**src/rtl/core_pkg.sv**
```systemverilog
// -----------------------------------------------------------------------------
// core_pkg
//   Shared definitions for the fetch back end.
//   NOP_WORD        : canonical NOP encoding {3'b111, 29'b0}
//   bundle_t        : {pc, 64-bit two-instruction bundle}; inst[63:32] is slot0
//   is_nop()        : word equals NOP_WORD
//   is_empty_bundle : both words of a bundle are NOP
// -----------------------------------------------------------------------------
package core_pkg;

    localparam logic [31:0] NOP_WORD = {3'b111, 29'b0};

    typedef struct packed {
        logic [31:0] pc;
        logic [63:0] inst;
    } bundle_t;

    function automatic logic is_nop(input logic [31:0] w);
        return (w == NOP_WORD);
    endfunction

    function automatic logic is_empty_bundle(input logic [63:0] b);
        return is_nop(b[63:32]) && is_nop(b[31:0]);
    endfunction

endpackage

```
**src/rtl/bundle_issue_fifo.sv**
```systemverilog
// -----------------------------------------------------------------------------
// bundle_fifo
//   Small circular FIFO of bundle_t entries with flush.
//   Parameters: DEPTH - number of entries (power of two, >= 2)
//   Ports:
//     clk, rstn  : clock, asynchronous active-low reset of pointers and count
//     push, din  : write request and entry (ignored when full unless popping)
//     pop        : remove head entry (ignored when empty)
//     flush      : empty the FIFO; dominates push and pop
//     head       : entry at the read pointer
//     count      : number of stored entries (0..DEPTH)
//     full/empty : count == DEPTH / count == 0
// -----------------------------------------------------------------------------
module bundle_fifo
    import core_pkg::*;
#(
    parameter int unsigned DEPTH = 2
) (
    input  logic                     clk,
    input  logic                     rstn,
    input  logic                     push,
    input  bundle_t                  din,
    input  logic                     pop,
    input  logic                     flush,
    output bundle_t                  head,
    output logic [$clog2(DEPTH):0]   count,
    output logic                     full,
    output logic                     empty
);

    localparam int unsigned AW = $clog2(DEPTH);

    bundle_t         r_mem [DEPTH];
    logic [AW-1:0]   r_wr_ptr;
    logic [AW-1:0]   r_rd_ptr;
    logic [AW:0]     r_count;
    logic            w_do_push;
    logic            w_do_pop;

    assign full  = (r_count == (AW+1)'(DEPTH));
    assign empty = (r_count == '0);
    assign count = r_count;
    assign head  = r_mem[r_rd_ptr];

    // A pop frees the head slot at the same edge, so a full FIFO can still
    // accept a write when it is popping.
    assign w_do_pop  = pop & ~empty & ~flush;
    assign w_do_push = push & ~flush & (~full | w_do_pop);

    always_ff @(posedge clk or negedge rstn) begin
        if (!rstn) begin
            r_wr_ptr <= '0;
            r_rd_ptr <= '0;
            r_count  <= '0;
        end else if (flush) begin
            r_wr_ptr <= '0;
            r_rd_ptr <= '0;
            r_count  <= '0;
        end else begin
            if (w_do_push) begin
                r_wr_ptr <= r_wr_ptr + AW'(1);
            end
            if (w_do_pop) begin
                r_rd_ptr <= r_rd_ptr + AW'(1);
            end
            case ({w_do_push, w_do_pop})
                2'b10:   r_count <= r_count + (AW+1)'(1);
                2'b01:   r_count <= r_count - (AW+1)'(1);
                default: r_count <= r_count;
            endcase
        end
    end

    // Storage needs no reset: entries are only read while counted valid.
    always_ff @(posedge clk) begin
        if (w_do_push) begin
            r_mem[r_wr_ptr] <= din;
        end
    end

endmodule

```
**src/rtl/bundle_issue.sv**
```systemverilog
// -----------------------------------------------------------------------------
// bundle_issue
//   Fetch back end: buffers {pc, two-instruction bundle} from fetch in a
//   bundle FIFO and issues one 32-bit instruction per cycle with its own pc.
//   Optional feature macro: SKIP_NOP_EN - when defined, NOP slots inside a
//   non-empty bundle are skipped instead of being issued.
//   Parameters: DEPTH - bundle FIFO entries (power of two, >= 2)
//   Ports:
//     clk          : clock, all state on posedge
//     rstn         : asynchronous active-low reset
//     pc_in        : bundle pc from fetch (unit = one 8-byte bundle)
//     bundle_in    : [63:32] slot0 (older), [31:0] slot1
//     branch_flag  : flush everything at this edge, drop same-cycle bundle
//     stall_in     : downstream cannot accept an instruction this cycle
//     interlock    : to fetch, hold pc and present a NOP bundle next cycle
//     inst_out     : issued instruction
//     pc_out       : {bundle_pc[30:0], slot}
//     valid_out    : inst_out/pc_out meaningful
//     overflow     : sticky, bundle arrived with FIFO full and no pop
// -----------------------------------------------------------------------------
module bundle_issue
    import core_pkg::*;
#(
    parameter int unsigned DEPTH = 2
) (
    input  logic        clk,
    input  logic        rstn,
    input  logic [31:0] pc_in,
    input  logic [63:0] bundle_in,
    input  logic        branch_flag,
    input  logic        stall_in,
    output logic        interlock,
    output logic [31:0] inst_out,
    output logic [31:0] pc_out,
    output logic        valid_out,
    output logic        overflow
);

    localparam int unsigned CW = $clog2(DEPTH) + 1;

    bundle_t        w_in;
    bundle_t        w_head;
    logic [CW-1:0]  w_count;
    logic           w_full;
    logic           w_empty;
    logic           w_push;
    logic           w_pop;
    logic           w_load;
    logic [31:0]    w_slot0;
    logic [31:0]    w_slot1;
    logic           w_skip0;
    logic           w_skip1;
    logic           w_use_slot1;
    logic           w_last_slot;
    logic           w_unused_pc_msb;

    logic           r_ptr;
    logic           r_valid;
    logic           r_overflow;
    logic [31:0]    r_inst;
    logic [31:0]    r_pc;

    assign w_in   = {pc_in, bundle_in};
    assign w_push = ~branch_flag & ~is_empty_bundle(bundle_in);

    bundle_fifo #(
        .DEPTH (DEPTH)
    ) u_fifo (
        .clk   (clk),
        .rstn  (rstn),
        .push  (w_push),
        .din   (w_in),
        .pop   (w_pop),
        .flush (branch_flag),
        .head  (w_head),
        .count (w_count),
        .full  (w_full),
        .empty (w_empty)
    );

    assign w_slot0 = w_head.inst[63:32];
    assign w_slot1 = w_head.inst[31:0];

    // pc_out keeps only pc[30:0]; the MSB shifts out with the slot bit.
    assign w_unused_pc_msb = w_head.pc[31];

`ifdef SKIP_NOP_EN
    assign w_skip0 = is_nop(w_slot0);
    assign w_skip1 = is_nop(w_slot1);
`else
    assign w_skip0 = 1'b0;
    assign w_skip1 = 1'b0;
`endif

    // Empty bundles are never stored, so a skipped slot0 implies slot1 is
    // real; the entry retires once the slot being issued is the last live one.
    assign w_use_slot1 = r_ptr | w_skip0;
    assign w_last_slot = w_use_slot1 | w_skip1;

    assign w_load = ~stall_in | ~r_valid;
    assign w_pop  = w_load & ~w_empty & w_last_slot & ~branch_flag;

    assign interlock = (w_count >= CW'(DEPTH - 1));

    always_ff @(posedge clk or negedge rstn) begin
        if (!rstn) begin
            r_ptr   <= 1'b0;
            r_valid <= 1'b0;
            r_inst  <= NOP_WORD;
            r_pc    <= '0;
        end else if (branch_flag) begin
            r_ptr   <= 1'b0;
            r_valid <= 1'b0;
        end else if (w_load) begin
            if (w_empty) begin
                r_valid <= 1'b0;
            end else begin
                r_valid <= 1'b1;
                r_inst  <= w_use_slot1 ? w_slot1 : w_slot0;
                r_pc    <= {w_head.pc[30:0], w_use_slot1};
                r_ptr   <= ~w_last_slot;
            end
        end
    end

    always_ff @(posedge clk or negedge rstn) begin
        if (!rstn) begin
            r_overflow <= 1'b0;
        end else if (w_push & w_full & ~w_pop) begin
            r_overflow <= 1'b1;
        end
    end

    assign inst_out  = r_inst;
    assign pc_out    = r_pc;
    assign valid_out = r_valid;
    assign overflow  = r_overflow;

endmodule

```
**config.mk**
```make
export PLATFORM = sky130hd
export DESIGN_NAME = bundle_issue
export DESIGN_NICKNAME = d
export VERILOG_FILES = /design/src/rtl/core_pkg.sv /design/src/rtl/bundle_issue_fifo.sv /design/src/rtl/bundle_issue.sv
export SDC_FILE = /design/constraint.sdc
export NUM_CORES = 1
export LEC_CHECK = 0
export CAP_MARGIN = 25
export CORE_MARGIN = 10
export CORE_UTILIZATION = 47
export DETAILED_ROUTE_END_ITERATION = 10
export GPL_TIMING_DRIVEN = 0
export MAX_ROUTING_LAYER = met4
export PLACE_DENSITY = 0.79
export SLEW_MARGIN = 20
export SYNTH_ARGS = -nofsm -noshare
export SYNTH_HDL_FRONTEND = slang
export SYNTH_SLANG_ARGS = --single-unit
```
**constraint.sdc**
```tcl
create_clock -name clk -period 10.9 [get_ports clk]
set_input_delay 3.27 -clock clk [delete_from_list [all_inputs] [get_ports clk]]
set_output_delay 3.27 -clock clk [all_outputs]
set_load 0.01 [all_outputs]
```
==> run_results.csv <==
group,metric,value,unit
sta,fin_crit_sh,56.1,%
sta,hold_violations,0,
hold_path,worstHoldEndpoint,"overflow",
detailed_routing,dr.first_iter.drc_count,283,
sta,fin_skew,0.00935,ns
placed_design,finalWeightedCongestion,0.796,
detailed_routing,drtAntennaViolNets,0,
critical_path,critPathMaxFanout,12,
synthesis,synth-edff-count,190,
run,cap_violations,0,
global_routing,overflow,0,
floorplan,initial_core_util,47.7,%
clock_network,cts_resized,0,
finish,layout-drive-gt1-share,19.7,%
placed_design,hpwl,16000,um
detailed_routing,via_per_inst,5.34,
synthesis,synthCells,497,
detailed_routing,drc,0,
detailed_routing,wl_per_cell,22.5,um
global_routing,antenna_found_initial,0,
finish,areaGrowthSynthToFinish,32.8,%
global_routing,track_usage,17.1,%
sta,setup_ws,4.78,ns
sta,whs,0.465,ns
sta,setup_viol,0,
finish,fin_area,12800,um2
detailed_routing,drt_wl_total,22500,um
sta,worst_pin_slew,0.754,ns
clock_network,hold_buffers,0,
power_and_ir_drop,vdd.ir_drop.worst,0.152,mV
floorplan,dieHeight,163,um
placed_design,io_buffers,165,
synthesis,syn_area,9650,um2
critical_path,r2r_start,"u_fifo.count[0]",
floorplan,fp.coreArea,20200,um2
critical_path,r2r_setup_slack,7.32,ns
power_and_ir_drop,leakagePower,4.47,nW
power_and_ir_drop,powerDensity,259,nW/um2
synthesis,syn-num-nets,600,
clock_network,htreeDepth,1,
synthesis,synthArstFlopShare,27.2,%
global_routing,grt_max_degree,41,
placed_design,post-place-ws,4.21,ns
global_routing,grt_pass1_wl,34300,um
synthesis,yosysSeqAreaShare,77.6,%
clock_network,cts_tree,"built",
clock_network,cts_root_buf,"clkbuf_16",
floorplan,rows,52,
clock_network,clockBufferDepth,3,
floorplan,io_pins,167,
placed_design,placed_cell_area,11900,um2
detailed_routing,drtPass1Iterations,5,
clock_network,clkLatencyLatePin,0.52,ns
detailed_routing,vias,5339,
critical_path,required,11.11,ns
sta,timing.final.max_slew_violations,0,
synthesis,yosysWarningCount,0,
hold_path,hold_depth,1,
sta,setup-tns-final,0,ns
critical_path,rr_endpoint,"u_fifo.r_mem[0][71]",
sta,post-route-min-period,6.12,ns
finish,postLayoutCoreUtil,63.3,%
critical_path,cp-start-kind,"input pin",
synthesis,avgSynthCellArea,19.4,um2
synthesis,ys_types,31,
floorplan,dieWidth,163,um
hold_path,hold_start,"overflow",
sta,slew_headroom,49.7,%
global_routing,grt_pass1_vias,5951,
critical_path,crit_arrival,6.33,ns
critical_path,cp-end-kind,"flip-flop",
finish,layout_commonest_cell,"edfxtp_1",
sta,clock.fmax,163,MHz
critical_path,critPathKind,"in2reg",
synthesis,synth-main-ff-cell,"edfxtp_1",
finish,layout.nets,813,
sta,grt_setup_unrepaired,"false",
floorplan,dieArea,26700,um2
run_status,status,"completed",
synthesis,ys_ff_latch,261,
finish,antenna_cells,0,
critical_path,worst_r2r_path_depth,9,
hold_path,hold_path_class,"reg2reg",
finish,mostFrequentLayoutCells,"edfxtp_1, clkdlybuf4s50_1, dfrtp_1",
clock_network,post_cts_buffers,0,
clock_network,numCtsBuffers,26,
clock_network,clk_pin_slew_worst_paths,0.06,ns
clock_network,cts.sink_count,261,
==> final cells by class <==
| class | instances | area, um2 |
|---|---|---|
| clock buffer | 31 | 721 |
| inverter | 5 | 18.8 |
| fill | 1407 | 7420 |
| clock inverter | 17 | 208 |
| tap | 270 | 338 |
| sequential | 261 | 7490 |
| buffer | 22 | 91.3 |
| timing repair buffer | 185 | 1870 |
| multi-input combinational | 209 | 2080 |
==> through the flow <==
stage	instances	total power [mW]
after detailed placement	952	2.40
after global routing	1000	3.47
after global placement	932	2.35
after floorplan	497	1.91
after CTS	1000	3.36
final	1000	3.32
==> cell usage after synthesis (all sizes together), types with 3 or more instances <==
cell,count,share of area [%]
nor2,37,1.4
nand2,3,0.12
nand4,4,0.26
mux2i,32,3.3
mux4,32,7.5
a21oi,35,1.8
edfxtp,190,59
nor4,16,1.5
ha,3,0.39
buf,9,0.44
clkbuf,13,0.51
mux2,33,3.9
dfstp,3,0.82
dfrtp,68,18
inv,5,0.19
==> how the worst max path moves through the flow <==
stage,startpoint,to,slack [ns],cells past startpoint
CTS,stall_in,u_fifo.r_mem[0][71],4.73,8
detailed placement,stall_in,u_fifo.r_mem[0][49],4.21,8
global placement,stall_in,u_fifo.r_mem[0][69],-2.65,5
global route,stall_in,u_fifo.r_mem[0][71],4.61,8
floorplan,stall_in,u_fifo.r_mem[1][0],1.06,4
finish,stall_in,u_fifo.r_mem[0][71],4.78,8
==> routing by layer <==
metal / wire length, um / track usage [%]
met1: 9380 / 21.5
met2: 11500 / 28.5
met3: 1240 / 3.30
met4: 331 / 3.81
met5: 0 / -
==> flip-flops by register name, summed over array words and instances (netlist names) <==
name             count
overflow             1
inst_out            32
r_ptr                1
valid_out            1
pc_out              32
u_fifo.r_rd_ptr      1
u_fifo.count         2
u_fifo.r_wr_ptr      1
u_fifo.r_mem       190
==> kinds of logic after synthesis <==
family                   synth area share (%)
flip-flops                               77.6
multiplexers                             14.6
AND/OR/NAND/NOR                          3.75
AO/OA/AOI/OAI                            2.31
buffers and inverters                    1.14
adder cells (fa/ha/maj)                 0.389
XOR/XNOR                                0.182
==> report_power, final <==
group | switching (mW) | total [mW] | internal, mW
clock network | 0.354 | 0.942 | 0.587
registers | 0.108 | 1.45 | 1.34
logic | 0.437 | 0.925 | 0.488
total | 0.900 | 3.32 | 2.42
==> critical path, cell delays in order <==
cell             delay [ns]
clkdlybuf4s50_1        0.46
a211oi_2               0.57
nand2_1                0.29
and2_1                 0.33
nor4_4                 0.60
buf_4                  0.35
buf_4                  0.25
buf_6                  0.20
Power figures use the tool's default switching activity.
